<file path="config.mk">
export PLATFORM = sky130hd
export DESIGN_NAME = ddr_dqs_dly_trainer
export DESIGN_NICKNAME = d
export VERILOG_FILES = /design/src/rtl/ddr_trn_pkg.sv /design/src/rtl/ddr_dqs_win_track.sv /design/src/rtl/ddr_dqs_dly_trainer.sv
export SDC_FILE = /design/constraint.sdc
export NUM_CORES = 1
export LEC_CHECK = 0
export CELL_PAD_IN_SITES_DETAIL_PLACEMENT = 0
export CELL_PAD_IN_SITES_GLOBAL_PLACEMENT = 2
export CORE_ASPECT_RATIO = 0.8
export CORE_UTILIZATION = 38
export DETAILED_ROUTE_END_ITERATION = 7
export GPL_TIMING_DRIVEN = 0
export PLACE_DENSITY = 0.77
export SYNTH_ARGS = -nofsm -noshare
export SYNTH_HDL_FRONTEND = slang
export SYNTH_SLANG_ARGS = --single-unit
</file>
<file path="constraint.sdc">
create_clock -name FAB_CLK -period 4.06 [get_ports FAB_CLK]
set_input_delay 0.812 -clock FAB_CLK [delete_from_list [all_inputs] [get_ports FAB_CLK]]
set_output_delay 0.812 -clock FAB_CLK [all_outputs]
set_load 0.005 [all_outputs]
</file>
<file path="src/rtl/ddr_trn_pkg.sv">
// Shared types and defaults for the DDR lane delay trainer.
// Holds the trainer state encoding and the default delay-tap counter width.
package ddr_trn_pkg;

  localparam int TAP_W_DEF = 8;

  typedef enum logic [3:0] {
    ST_IDLE,
    ST_LOAD,
    ST_SETTLE,
    ST_CLEAR,
    ST_SAMPLE,
    ST_EVAL,
    ST_STEP,
    ST_CENTER,
    ST_RETURN,
    ST_FINISH
  } dly_trn_state_t;

endpackage

</file>
<file path="src/rtl/ddr_dqs_win_track.sv">
// Tracks the currently open passing run and the widest run seen so far during a tap sweep.
// A closed run replaces the best window only when strictly wider, so the first of equal windows wins.
module ddr_dqs_win_track #(
  parameter int TAP_W = 8
) (
  input  logic             clk,
  input  logic             rst_n,
  input  logic             init,
  input  logic             pass,
  input  logic             eval,
  input  logic             close,
  input  logic [TAP_W-1:0] tap,
  output logic [TAP_W-1:0] best_start,
  output logic [TAP_W:0]   best_len
);

  logic [TAP_W-1:0] run_start_reg;
  logic [TAP_W:0]   run_len_reg;
  logic [TAP_W-1:0] best_start_reg;
  logic [TAP_W:0]   best_len_reg;

  logic [TAP_W-1:0] ext_start;
  logic [TAP_W:0]   ext_len;
  logic [TAP_W-1:0] cand_start;
  logic [TAP_W:0]   cand_len;
  logic             cand_valid;

  // A passing tap extends (or opens) the run; at sweep end that extended run is the candidate.
  always_comb begin
    ext_start  = (run_len_reg == '0) ? tap : run_start_reg;
    ext_len    = run_len_reg + 1'b1;
    cand_start = run_start_reg;
    cand_len   = run_len_reg;
    cand_valid = 1'b0;
    if (pass) begin
      cand_start = ext_start;
      cand_len   = ext_len;
      cand_valid = eval && close;
    end else begin
      cand_valid = eval && (run_len_reg != '0);
    end
  end

  always_ff @(posedge clk or negedge rst_n) begin
    if (!rst_n) begin
      run_start_reg  <= '0;
      run_len_reg    <= '0;
      best_start_reg <= '0;
      best_len_reg   <= '0;
    end else if (init) begin
      run_start_reg  <= '0;
      run_len_reg    <= '0;
      best_start_reg <= '0;
      best_len_reg   <= '0;
    end else if (eval) begin
      if (pass && !close) begin
        run_start_reg <= ext_start;
        run_len_reg   <= ext_len;
      end else begin
        run_len_reg <= '0;
      end
      if (cand_valid && (cand_len > best_len_reg)) begin
        best_start_reg <= cand_start;
        best_len_reg   <= cand_len;
      end
    end
  end

  assign best_start = best_start_reg;
  assign best_len   = best_len_reg;

endmodule

</file>
<file path="src/rtl/ddr_dqs_dly_trainer.sv">
// DQS/DQ lane delay trainer: sweeps the IOD delay tap, scores each tap with the eye monitor,
// then walks the delay line back to the centre of the widest passing window.
module ddr_dqs_dly_trainer
  import ddr_trn_pkg::*;
#(
  parameter int TAP_W   = TAP_W_DEF,
  parameter int MAX_TAP = 127,
  parameter int SETTLE  = 4,
  parameter int SAMPLE  = 16,
  parameter int MIN_WIN = 4
) (
  input  logic             FAB_CLK,
  input  logic             ARST_N,
  input  logic             START,
  output logic             BUSY,
  output logic             DONE,
  output logic             FAIL,
  output logic             DELAY_LINE_LOAD,
  output logic             DELAY_LINE_MOVE,
  output logic             DELAY_LINE_DIRECTION,
  input  logic             DELAY_LINE_OUT_OF_RANGE,
  output logic             EYE_MONITOR_CLEAR_FLAGS,
  input  logic             EYE_MONITOR_EARLY,
  input  logic             EYE_MONITOR_LATE,
  output logic [TAP_W-1:0] TAP_OUT,
  output logic [TAP_W:0]   WIN_WIDTH
);

  localparam int TMR_W = 16;
  localparam logic [TAP_W-1:0] MAX_TAP_V  = TAP_W'(MAX_TAP);
  localparam logic [TAP_W:0]   MIN_WIN_V  = (TAP_W+1)'(MIN_WIN);
  localparam logic [TMR_W-1:0] SETTLE_LD  = TMR_W'(SETTLE - 1);
  localparam logic [TMR_W-1:0] SAMPLE_LD  = TMR_W'(SAMPLE - 1);

  dly_trn_state_t   state_reg;
  logic [TAP_W-1:0] tap_reg;
  logic [TAP_W-1:0] centre_reg;
  logic [TMR_W-1:0] timer_reg;
  logic             fail_acc_reg;
  logic             busy_reg;
  logic             done_reg;
  logic             fail_pulse_reg;
  logic             load_reg;
  logic             move_reg;
  logic             dir_reg;
  logic             clear_reg;
  logic [TAP_W:0]   win_width_reg;

  logic             trk_init;
  logic             trk_eval;
  logic             sweep_end;
  logic [TAP_W-1:0] best_start;
  logic [TAP_W:0]   best_len;

  assign trk_init  = (state_reg == ST_IDLE) && START;
  assign trk_eval  = (state_reg == ST_EVAL);
  assign sweep_end = (tap_reg >= MAX_TAP_V) || DELAY_LINE_OUT_OF_RANGE;

  ddr_dqs_win_track #(
    .TAP_W (TAP_W)
  ) u_win_track (
    .clk        (FAB_CLK),
    .rst_n      (ARST_N),
    .init       (trk_init),
    .pass       (!fail_acc_reg),
    .eval       (trk_eval),
    .close      (sweep_end),
    .tap        (tap_reg),
    .best_start (best_start),
    .best_len   (best_len)
  );

  // Moves are two-phase (direction settled, then pulse), so MOVE never fires on back-to-back cycles.
  always_ff @(posedge FAB_CLK or negedge ARST_N) begin
    if (!ARST_N) begin
      state_reg      <= ST_IDLE;
      tap_reg        <= '0;
      centre_reg     <= '0;
      timer_reg      <= '0;
      fail_acc_reg   <= 1'b0;
      busy_reg       <= 1'b0;
      done_reg       <= 1'b0;
      fail_pulse_reg <= 1'b0;
      load_reg       <= 1'b0;
      move_reg       <= 1'b0;
      dir_reg        <= 1'b0;
      clear_reg      <= 1'b0;
      win_width_reg  <= '0;
    end else begin
      load_reg       <= 1'b0;
      move_reg       <= 1'b0;
      clear_reg      <= 1'b0;
      done_reg       <= 1'b0;
      fail_pulse_reg <= 1'b0;
      case (state_reg)
        ST_IDLE: begin
          if (START) begin
            state_reg     <= ST_LOAD;
            busy_reg      <= 1'b1;
            load_reg      <= 1'b1;
            dir_reg       <= 1'b1;
            tap_reg       <= '0;
            win_width_reg <= '0;
          end
        end
        ST_LOAD: begin
          tap_reg   <= '0;
          timer_reg <= SETTLE_LD;
          state_reg <= ST_SETTLE;
        end
        ST_SETTLE: begin
          if (timer_reg == '0) begin
            clear_reg <= 1'b1;
            state_reg <= ST_CLEAR;
          end else begin
            timer_reg <= timer_reg - 1'b1;
          end
        end
        ST_CLEAR: begin
          timer_reg    <= SAMPLE_LD;
          fail_acc_reg <= 1'b0;
          state_reg    <= ST_SAMPLE;
        end
        ST_SAMPLE: begin
          fail_acc_reg <= fail_acc_reg | EYE_MONITOR_EARLY | EYE_MONITOR_LATE;
          if (timer_reg == '0) begin
            state_reg <= ST_EVAL;
          end else begin
            timer_reg <= timer_reg - 1'b1;
          end
        end
        ST_EVAL: begin
          state_reg <= sweep_end ? ST_CENTER : ST_STEP;
        end
        ST_STEP: begin
          if (!move_reg) begin
            move_reg <= 1'b1;
          end else begin
            tap_reg   <= tap_reg + 1'b1;
            timer_reg <= SETTLE_LD;
            state_reg <= ST_SETTLE;
          end
        end
        ST_CENTER: begin
          win_width_reg <= best_len;
          if (best_len < MIN_WIN_V) begin
            fail_pulse_reg <= 1'b1;
            busy_reg       <= 1'b0;
            state_reg      <= ST_FINISH;
          end else begin
            centre_reg <= best_start + TAP_W'((best_len - 1'b1) >> 1);
            dir_reg    <= 1'b0;
            state_reg  <= ST_RETURN;
          end
        end
        ST_RETURN: begin
          if (move_reg) begin
            tap_reg <= tap_reg - 1'b1;
          end else if (tap_reg <= centre_reg) begin
            done_reg  <= 1'b1;
            busy_reg  <= 1'b0;
            state_reg <= ST_FINISH;
          end else begin
            move_reg <= 1'b1;
          end
        end
        ST_FINISH: begin
          state_reg <= ST_IDLE;
        end
        default: begin
          state_reg <= ST_IDLE;
        end
      endcase
    end
  end

  assign BUSY                    = busy_reg;
  assign DONE                    = done_reg;
  assign FAIL                    = fail_pulse_reg;
  assign DELAY_LINE_LOAD         = load_reg;
  assign DELAY_LINE_MOVE         = move_reg;
  assign DELAY_LINE_DIRECTION    = dir_reg;
  assign EYE_MONITOR_CLEAR_FLAGS = clear_reg;
  assign TAP_OUT                 = tap_reg;
  assign WIN_WIDTH               = win_width_reg;

endmodule

</file>
==> impl_metrics.env <==
export IMPL_cp_slowest_cell="dfrtp_1"
export IMPL_crit_fanout=10
export IMPL_rows=38
export IMPL_area_growth_pct=16.8
export IMPL_drt_initial_drc_count=267
export IMPL_die_width_um=133
export IMPL_cts_tree="done"
export IMPL_max_stage_delay_ns=0.47
export IMPL_syn_avg_cell_area_um2=9.42
export IMPL_p_seq_share_pct=28.6
export IMPL_num_fill_cells=1356
export IMPL_yosysTopAreaCell="dfrtp_1"
export IMPL_wirelength_mm=13.3
export IMPL_boundaryPins=30
export IMPL_first_global_vias=4051
export IMPL_final_cells=786
export IMPL_htreeDepth=3
export IMPL_relSlewSlack_pct=34.8
export IMPL_hold_viol_final=0
export IMPL_grtUsageTotal_pct=19.7
export IMPL_synth_edf_count=0
export IMPL_fp_dieH_um=107
export IMPL_diodes=0
export IMPL_postCtsHoldBufs=0
export IMPL_coreArea_mm2=0.0136
export IMPL_p_int_uw=2620
export IMPL_syn_area_mm2=0.00526
export IMPL_ant_nets=0
export IMPL_maxSlewViolCount=0
export IMPL_min_path_type="in -> async"
export IMPL_rsz0062_at_grt="false"
export IMPL_synthCells=558
export IMPL_grt_max_degree=68
export IMPL_io_buffers=29
export IMPL_drive_above_1_share_pct=6.44
export IMPL_crit_chain="ha_1, and3_1, nand3_1, nor3_1, xor2_1, ha_1, and4_1, a21boi_0, o211ai_1, buf_4, mux2_2"
export IMPL_grt_overflow=0
export IMPL_clk_pin_slew_ns=0.07
export IMPL_outcome="completed"
export IMPL_powerDensity_mw_per_mm2=727
export IMPL_synth_nets=600
export IMPL_first_pass_iters=7
export IMPL_dp_hpwl_mm=9.78
export IMPL_crit_path_end_kind="flip-flop"
export IMPL_dp_cells=768
export IMPL_p_sw_uw=1840
export IMPL_cp_required_ns=4.28
export IMPL_vias=4241
export IMPL_yosysWarnings=0
export IMPL_arrival_ns=3.64
export IMPL_setup_viol=0
export IMPL_max_clock_freq_ghz=0.293
export IMPL_synthDominantCellAreaShare_pct=41.4
export IMPL_yosys_top_cells_area="dfrtp_1, ha_1, o21ai_0, mux2i_1, nand2_1"
export IMPL_cap_violations=0
export IMPL_antenna_found_initial=0
export IMPL_wl_per_cell_um=16.9
export IMPL_ys_seq_elements=87
export IMPL_grt_pass1_wl_mm=21.9
export IMPL_p_sw_share_pct=41.3
export IMPL_postCtsResizedCells=0
export IMPL_clk_path_buf_depth=2
export IMPL_fin_skew_ns=0.00791
export IMPL_pwr_share_clk_pct=20.7
export IMPL_synth_cell_types=55
export IMPL_seq_area_mm2=0.00218
export IMPL_async_flop_share_pct=100
export IMPL_finalCriticalPeriod_ns=3.42
export IMPL_largest_reg_flops=16
export IMPL_share_comb_of_total_power_pct=50.6
export IMPL_cp_common_cell="ha_1"
export IMPL_postCtsSetupBuffers=0
export IMPL_clock_root_buffer="clkbuf_16"
export IMPL_die_area_mm2=0.0143
export IMPL_synthFlopType="dfrtp_1"
export IMPL_multi_input_area_mm2=0.00289
export IMPL_startpoint_type="flip-flop"
export IMPL_clock_latency_ns=0.34
export IMPL_fin_crit_sh_pct=84.2
export IMPL_cts_sinks=87
export IMPL_via_per_inst=5.40
export IMPL_peakVddDrop_mv=0.328
export IMPL_initial_core_util_pct=38.8
export IMPL_p_leak_uw=0.00291
export IMPL_setup_tns_ns=0
export IMPL_fin_util_pct=45.3
export IMPL_cts_buffers_inserted=9
export IMPL_worst_pin_slew_ns=0.975
export IMPL_remaining_drc_errors=0
export IMPL_critical_path_class="reg -> reg"
export IMPL_finalNetCount=643
export IMPL_synth_seq_area_share_pct=41.4
export IMPL_whs_ns=0.354
export IMPL_place_congestion=0.822
[power by group through the flow]
| stage | clock, uW | combinational (uW) | sequential [uW] |
|---|---|---|---|
| after floorplan | 0 | 1630 | 1240 |
| after global placement | 0 | 2240 | 1290 |
| after detailed placement | 0 | 2260 | 1290 |
| after CTS | 946 | 2280 | 1280 |
| after global routing | 976 | 2550 | 1310 |
| final | 925 | 2260 | 1280 |
[layout by cell type, fill, tap and decap left out, types with 3 or more instances in the layout]
cell type and count:
a21oi_1 32, mux2_2 11, nand2_1 48, o21ai_0 46
mux2i_1 18, or4_1 6, buf_4 5, a211oi_1 5
nor2_1 45, o21bai_1 6, o211ai_1 4, nor2b_1 7
dfrtp_1 87, inv_1 30, o21a_1 3, nand3_1 16
nand4_1 6, clkbuf_16 9, xor2_1 16, nor3_1 7
a21o_1 8, and3_1 4, nor4_1 8, a22o_1 16
clkbuf_1 16, xnor2_1 13, o31ai_1 12, or2_2 4
clkdlybuf4s50_1 28, ha_1 34, a31oi_1 5, nand2b_1 7
or3_1 6, and2_1 4
[per-layer routing]
layer | vias to the layer above | GRT usage [%] | part of all wire, %
met2 | 69 | 29.4 | 43
met4 | 0 | 4.87 | 0.51
met1 | 2063 | 29.6 | 53
met5 | - | 0 | 0
met3 | 6 | 3.03 | 3.0
li1 | 2103 | - | -
[worst max-delay path, delay by kind of cell, from the launching register on]
kind | cells | cell delay, ns
AO/OA/AOI/OAI | 2 | 0.48
XOR/XNOR | 1 | 0.26
adder cells (fa/ha/maj) | 2 | 0.58
buffers and inverters | 1 | 0.30
flip-flops | 1 | 0.47
multiplexers | 1 | 0.36
AND/OR/NAND/NOR | 4 | 0.86
[cell families after synthesis]
logic type	count (synthesis)	synth area share, %
buffers and inverters	48	3.59
multiplexers	29	5.78
AND/OR/NAND/NOR	179	17.1
XOR/XNOR	29	4.83
flip-flops	87	41.4
adder cells (fa/ha/maj)	36	8.86
AO/OA/AOI/OAI	150	18.4
[final timing paths]
check                           depth (start not counted)                       start  slack (ns)                 endpoint
worst min register to register                          2               centre_reg[7]        0.48            centre_reg[7]
max in group asynchronous                               2                      ARST_N        3.06  u_win_track.best_len[1]
min in group FAB_CLK                                    2               centre_reg[7]        0.48            centre_reg[7]
worst min-delay path                                    1                      ARST_N        0.35               TAP_OUT[1]
worst max register to register                         11  u_win_track.run_len_reg[0]        0.64  u_win_track.best_len[7]
worst max-delay path                                   11  u_win_track.run_len_reg[0]        0.64  u_win_track.best_len[7]
[area by class of cell]
class                           instances  share of cell area, %
Clock inverter                          3                   1.06
Timing Repair Buffer                   32                   5.38
Sequential cell                        87                   35.5
Tap cell                              180                   3.67
Clock buffer                           13                   4.24
Inverter                               30                   1.83
Multi-Input combinational cell        423                   47.1
Buffer                                 18                   1.24
[Yosys cell counts (all sizes together) (2+ instances only)]
master and count:
a31oi 5, o21ai 46, mux2 11, o31ai 12, nor2b 7, or4 7
o21a 3, a21oi 32, a21boi 2, o211a 2, nand3 16, mux2i 18
ha 34, and4 2, clkbuf 14, nor4 8, nor2 45, or2 4
a22o 16, inv 30, fa 2, o21bai 6, and3 4, or3 6
xnor2 13, dfrtp 87, nor3 7, o41ai 2, nand2b 7, and2 4
a211oi 5, xor2 16, buf 4, o211ai 5, nand2 48, a21o 8
nand4 6
[through the flow]
| stage | total power, uW | setup WS (ns) | cell area, um2 |
|---|---|---|---|
| floorplan | 2870 | 0.875 | 5260 |
| global placement | 3520 | -1.28 | 5770 |
| detailed placement | 3550 | 0.202 | 5800 |
| CTS | 4500 | 0.166 | 6120 |
| global route | 4840 | 0.403 | 6140 |
| finish | 4460 | 0.643 | 6140 |
Note: power is estimated with default switching activity, not from simulation.
